===== src/rtl/alu_arbiter_pkg.sv =====
// Shared constants for the ALU arbiter: ALU opcodes and FSM state encoding.
package alu_arbiter_pkg;

  localparam logic [2:0] OP_AND  = 3'd0;
  localparam logic [2:0] OP_OR   = 3'd1;
  localparam logic [2:0] OP_XOR  = 3'd2;
  localparam logic [2:0] OP_NOR  = 3'd3;
  localparam logic [2:0] OP_LESS = 3'd4;
  localparam logic [2:0] OP_ADD  = 3'd5;
  localparam logic [2:0] OP_SUB  = 3'd6;
  localparam logic [2:0] OP_MOD  = 3'd7;

  typedef enum logic [1:0] {
    ST_IDLE  = 2'd0,
    ST_ISSUE = 2'd1,
    ST_WAIT  = 2'd2,
    ST_RESP  = 2'd3
  } state_t;

endpackage


===== src/rtl/alu_arbiter_rr_arbiter.sv =====
// Combinational round-robin picker: first active request at or above ptr, with wrap.
module rr_arbiter #(
  parameter int unsigned NUM_REQ = 2,
  parameter int unsigned PTR_W   = 1
) (
  input  logic [NUM_REQ-1:0] req,
  input  logic [PTR_W-1:0]   ptr,
  output logic [NUM_REQ-1:0] onehot,
  output logic [PTR_W-1:0]   idx
);

  always_comb begin
    logic        found;
    int unsigned pos;
    onehot = '0;
    idx    = '0;
    found  = 1'b0;
    pos    = 0;
    for (int unsigned off = 0; off < NUM_REQ; off++) begin
      pos = 32'(ptr) + off;
      if (pos >= NUM_REQ) pos = pos - NUM_REQ;
      for (int unsigned i = 0; i < NUM_REQ; i++) begin
        if (!found && pos == i && req[i]) begin
          found     = 1'b1;
          onehot[i] = 1'b1;
          idx       = PTR_W'(i);
        end
      end
    end
  end

endmodule


===== src/rtl/alu_arbiter.sv =====
// Shares one multicycle ALU between NUM_REQ requesters with round-robin grants,
// a single outstanding operation and a watchdog abort on a missing We.
module alu_arbiter
  import alu_arbiter_pkg::*;
#(
  parameter int unsigned NUM_REQ = 2,
  parameter int unsigned DATA_W  = 32,
  parameter int unsigned TIMEOUT = 64
) (
  input  logic                      Clk,
  input  logic                      Reset_n,
  input  logic [NUM_REQ-1:0]        Req,
  input  logic [NUM_REQ*DATA_W-1:0] ReqA,
  input  logic [NUM_REQ*DATA_W-1:0] ReqB,
  input  logic [NUM_REQ*3-1:0]      ReqOp,
  output logic [NUM_REQ-1:0]        Gnt,
  output logic [NUM_REQ-1:0]        RspValid,
  output logic [DATA_W-1:0]         RspResult,
  output logic                      RspC,
  output logic                      RspErr,
  output logic                      Busy,
  output logic [DATA_W-1:0]         AluA,
  output logic [DATA_W-1:0]         AluB,
  output logic [2:0]                AluOp,
  input  logic [DATA_W-1:0]         AluResult,
  input  logic                      AluC,
  input  logic                      AluWe
);

  localparam int unsigned PTR_W = (NUM_REQ > 1) ? $clog2(NUM_REQ) : 1;
  localparam int unsigned CNT_W = $clog2(TIMEOUT) + 1;

  state_t               state, state_d;
  logic [PTR_W-1:0]     ptr, ptr_d;
  logic [PTR_W-1:0]     win, win_d;
  logic [CNT_W-1:0]     cnt, cnt_d;
  logic [NUM_REQ-1:0]   gnt_d, rsp_valid_d;
  logic [DATA_W-1:0]    rsp_result_d, alu_a_d, alu_b_d;
  logic                 rsp_c_d, rsp_err_d, busy_d;
  logic [2:0]           alu_op_d;

  logic [NUM_REQ-1:0]   pick_onehot;
  logic [PTR_W-1:0]     pick_idx;
  logic [DATA_W-1:0]    sel_a, sel_b;
  logic [2:0]           sel_op;
  logic [NUM_REQ-1:0]   win_onehot;

  rr_arbiter #(
    .NUM_REQ(NUM_REQ),
    .PTR_W  (PTR_W)
  ) u_rr (
    .req   (Req),
    .ptr   (ptr),
    .onehot(pick_onehot),
    .idx   (pick_idx)
  );

  // Operand mux for the requester the picker chose this cycle.
  always_comb begin
    sel_a  = '0;
    sel_b  = '0;
    sel_op = '0;
    for (int unsigned i = 0; i < NUM_REQ; i++) begin
      if (pick_idx == PTR_W'(i)) begin
        sel_a  = ReqA[i*DATA_W +: DATA_W];
        sel_b  = ReqB[i*DATA_W +: DATA_W];
        sel_op = ReqOp[i*3 +: 3];
      end
    end
  end

  assign win_onehot = NUM_REQ'(1) << win;

  // Next-state and next-output logic; every output is registered below.
  always_comb begin
    state_d      = state;
    ptr_d        = ptr;
    win_d        = win;
    cnt_d        = cnt;
    gnt_d        = '0;
    rsp_valid_d  = '0;
    rsp_result_d = '0;
    rsp_c_d      = 1'b0;
    rsp_err_d    = 1'b0;
    alu_a_d      = AluA;
    alu_b_d      = AluB;
    alu_op_d     = AluOp;
    unique case (state)
      ST_IDLE: begin
        if (|Req) begin
          win_d    = pick_idx;
          gnt_d    = pick_onehot;
          alu_a_d  = sel_a;
          alu_b_d  = sel_b;
          alu_op_d = sel_op;
          ptr_d    = (pick_idx == PTR_W'(NUM_REQ - 1)) ? '0 : pick_idx + PTR_W'(1);
          state_d  = ST_ISSUE;
        end
      end
      ST_ISSUE: begin
        cnt_d   = '0;
        state_d = ST_WAIT;
      end
      ST_WAIT: begin
        cnt_d = cnt + CNT_W'(1);
        // A We seen in the first WAIT cycle belongs to the previous operation.
        if (AluWe && cnt != '0) begin
          rsp_valid_d  = win_onehot;
          rsp_result_d = AluResult;
          rsp_c_d      = AluC;
          state_d      = ST_RESP;
        end else if (cnt == CNT_W'(TIMEOUT - 1)) begin
          rsp_valid_d = win_onehot;
          rsp_err_d   = 1'b1;
          state_d     = ST_RESP;
        end
      end
      ST_RESP: begin
        state_d = ST_IDLE;
      end
      default: begin
        state_d = ST_IDLE;
      end
    endcase
    busy_d = (state_d != ST_IDLE);
  end

  always_ff @(posedge Clk or negedge Reset_n) begin
    if (!Reset_n) begin
      state     <= ST_IDLE;
      ptr       <= '0;
      win       <= '0;
      cnt       <= '0;
      Gnt       <= '0;
      RspValid  <= '0;
      RspResult <= '0;
      RspC      <= 1'b0;
      RspErr    <= 1'b0;
      Busy      <= 1'b0;
      AluA      <= '0;
      AluB      <= '0;
      AluOp     <= OP_AND;
    end else begin
      state     <= state_d;
      ptr       <= ptr_d;
      win       <= win_d;
      cnt       <= cnt_d;
      Gnt       <= gnt_d;
      RspValid  <= rsp_valid_d;
      RspResult <= rsp_result_d;
      RspC      <= rsp_c_d;
      RspErr    <= rsp_err_d;
      Busy      <= busy_d;
      AluA      <= alu_a_d;
      AluB      <= alu_b_d;
      AluOp     <= alu_op_d;
    end
  end

endmodule


===== config.mk =====
export PLATFORM = sky130hd
export DESIGN_NAME = alu_arbiter
export DESIGN_NICKNAME = d
export VERILOG_FILES = /design/src/rtl/alu_arbiter_pkg.sv /design/src/rtl/alu_arbiter_rr_arbiter.sv /design/src/rtl/alu_arbiter.sv
export SDC_FILE = /design/constraint.sdc
export NUM_CORES = 1
export LEC_CHECK = 0
export ABC_AREA = 0
export CAP_MARGIN = 10
export CORE_ASPECT_RATIO = 1.25
export CORE_MARGIN = 5
export CORE_UTILIZATION = 38
export CTS_CLUSTER_SIZE = 25
export DETAILED_ROUTE_END_ITERATION = 16
export PLACE_DENSITY_LB_ADDON = 0.15
export SETUP_SLACK_MARGIN = 0.15
export SLEW_MARGIN = 40
export SYNTH_ARGS = -nofsm -noshare
export SYNTH_HDL_FRONTEND = slang
export SYNTH_SLANG_ARGS = --single-unit

===== constraint.sdc =====
create_clock -name Clk -period 1.96 [get_ports Clk]
set_input_delay 0.392 -clock Clk [delete_from_list [all_inputs] [get_ports Clk]]
set_output_delay 0.392 -clock Clk [all_outputs]
set_load 0.01 [all_outputs]

==> flow_metrics.env <==
export IMPL_drc=0
export IMPL_start_util=0.384
export IMPL_overflow=0
export IMPL_reg2reg_depth=6
export IMPL_power_total_uw=12000
export IMPL_timing_final_crit_share=0.935
export IMPL_clk_latency_ps=400
export IMPL_cp_top_family="simple AND/OR/NAND/NOR gates"
export IMPL_power_leakage_uw=0.00404
export IMPL_num_antenna_cells=0
export IMPL_max_stage_delay_ps=470
export IMPL_synth_ff_type="dfrtp_1"
export IMPL_met1_usage=0.220
export IMPL_port_buffers=277
export IMPL_slew_violations=0
export IMPL_cp_slowest_cell="or4b_4"
export IMPL_r2r_start="cnt[0]"
export IMPL_slew_headroom=0.704
export IMPL_cp_max_fo=33
export IMPL_finalClockSkew_ps=8.93
export IMPL_min_path_type="in2async"
export IMPL_busiest_layer="met2"
export IMPL_final_hold_violation_count=0
export IMPL_layout_common_cells="clkdlybuf4s50_1 (276), dfrtp_1 (117), a21o_1 (48), a22o_1 (46), o21ai_0 (27)"
export IMPL_fin_tns_setup_ps=0
export IMPL_ys_types=36
export IMPL_grtUsageMet2=0.354
export IMPL_critPathBufInv=2
export IMPL_max_freq_ghz=0.545
export IMPL_placed_cell_area_um2=7940
export IMPL_cts_buffer_depth=2
export IMPL_cap_violations=0
export IMPL_antenna_left=0
export IMPL_io_pins=278
export IMPL_antenna_found_initial=0
export IMPL_first_global_vias=4606
export IMPL_cp_startpoint="cnt[0]"
export IMPL_ys_ff_latch=117
export IMPL_dp_slack_ps=-60.6
export IMPL_crit_type="reg2reg"
export IMPL_setup_slack_ps=127
export IMPL_syn2layout_area_growth_pct=77.3
export IMPL_final_layout_size_suffix_gt1_frac=0.113
export IMPL_post_route_cell_area_um2=8550
export IMPL_ir_drop_v=0.000644
export IMPL_syn_avg_cell_area_um2=12.4
export IMPL_syn_inst=389
export IMPL_status="finished, final reports clean"
export IMPL_layout_nets=855
export IMPL_final_util=0.682
export IMPL_arrival_ps=2120
export IMPL_worst_pin_slew_ps=443
export IMPL_rsz0062_at_grt="true"
export IMPL_final_common_cell="clkdlybuf4s50_1"
export IMPL_cts_clk_slew_worst_paths_ps=50
export IMPL_drt_total_wl_um=15200
export IMPL_htree_levels=4
export IMPL_dp_hpwl_um=11700
export IMPL_worst_setup_path_end_kind="register"
export IMPL_coreArea_um2=12500
export IMPL_grt_total_usage=0.206
export IMPL_p_per_area_nw_per_um2=1400
export IMPL_numClockSinks=117
export IMPL_met3_usage=0.0971
export IMPL_fillers=989
export IMPL_finalCriticalPeriod_ps=1830
export IMPL_place_congestion=0.792
export IMPL_cts_made_buffers=17
export IMPL_grt_max_degree=49
export IMPL_reg2reg_setup_slack_ps=130
export IMPL_grt_pass1_wl_um=24400
export IMPL_synth_seq_area_share=0.607
export IMPL_cts_root_buffer_cell="clkbuf_16"
export IMPL_seqCellArea_um2=2930
export IMPL_multi_input_area_um2=1760
export IMPL_fp_dieW_um=111
export IMPL_yosysWarningCount=0
export IMPL_reg2reg_to="RspResult[11]"
export IMPL_die_height_um=136
export IMPL_first_iter_violations=174
export IMPL_num_vias=4148
export IMPL_setup_viol=0
export IMPL_vias_per_cell=4.82
export IMPL_cp_required_ps=2250
export IMPL_wl_per_cell_um=17.7
export IMPL_die_area_um2=15100
export IMPL_syn_area_um2=4820
export IMPL_startpoint_type="register"
export IMPL_synth_nets=565
export IMPL_dr_pass1_iters=5
export IMPL_synth_edf_count=0
export IMPL_path_cells="inv_2 > ha_1 > or4b_4 > o311a_4 > buf_12 > and2_1"
export IMPL_cts_tree="done"
export IMPL_async_flop_share=1.00
export IMPL_num_rows=46
-- cell type report --
class / instances / area share
sequential: 117 / 0.342
inverter: 9 / 0.00395
tap: 168 / 0.0246
multi-input combinational: 236 / 0.206
clock inverter: 10 / 0.0152
timing repair buffer: 298 / 0.355
clock buffer: 22 / 0.0531
-- synthesized netlist by cell type, types with 3 or more instances --
cell type / instances / area (µm²)
nand3_1: 3 / 15.0
inv_1: 9 / 33.8
ha_1: 4 / 50.1
buf_1: 3 / 11.3
mux2i_1: 21 / 210
a22o_1: 46 / 403
nand2_1: 24 / 90.1
and2_4: 20 / 175
clkbuf_1: 14 / 52.6
dfrtp_1: 117 / 2930
buf_2: 7 / 35.0
and2_1: 13 / 81.3
o21ai_0: 28 / 140
buf_6: 3 / 33.8
a21o_1: 48 / 360
a21oi_1: 4 / 20.0
nor2_1: 4 / 15.0
-- worst max path at each step --
stage                               end  depth (start not counted)
after global placement         AluA[15]                          5
after global routing       RspResult[4]                          6
final                     RspResult[11]                          6
after detailed placement       AluB[16]                          6
after CTS                 RspResult[11]                          6
after floorplan            RspResult[0]                          6
-- per-stage QoR --
step / hold slack, ps / cells
2_1_floorplan: 96.4 / 389
3_5_place_dp: 329 / 825
6_report: 446 / 860
4_1_cts: 442 / 860
5_1_grt: 470 / 860
3_3_place_gp: 330 / 823
-- routing by layer --
metal  up-vias  part of all wire  routed length (µm)
li1       1958                 -                   -
met1      1984              0.37                5630
met2       190              0.52                7880
met3        16             0.096                1460
met4         0             0.018                 272
met5         -                 0                   0
-- cell families (layout without fill, tap and decap cells) --
family	count (synthesis)	in the layout	synth area share
buffers and inverters	36	339	0.0345
xor gates and xnor gates	1	1	0.00182
adders and majority gates	4	4	0.0104
muxes	21	21	0.0436
AOI/OAI and AO/OA	135	135	0.209
DFF	117	117	0.607
and+or+nand+nor	75	75	0.0942
-- flip-flops by register name, indices dropped and copies added, names as in the netlist --
register	cells
cnt	7
RspErr	1
RspC	1
RspResult	32
AluA	32
state	2
ptr	1
AluOp	3
RspValid	2
win	1
AluB	32
Busy	1
Gnt	2
-- report_power, final --
part,total (µW),leakage (µW),internal [µW],switching (µW)
Sequential,3730,0.00151,3290,445
Clock,3060,0.000284,2020,1040
Combinational,5160,0.00225,3000,2160
Total,12000,0.00404,8310,3650
-- repair_timing --
item	in CTS	in global routing
setup endpoints to repair	34	36
hold buffers	1	0
buffers inserted	2	0
gates resized for setup	0	1
hold endpoints to repair	22	0
Power figures use the tool's default switching activity.
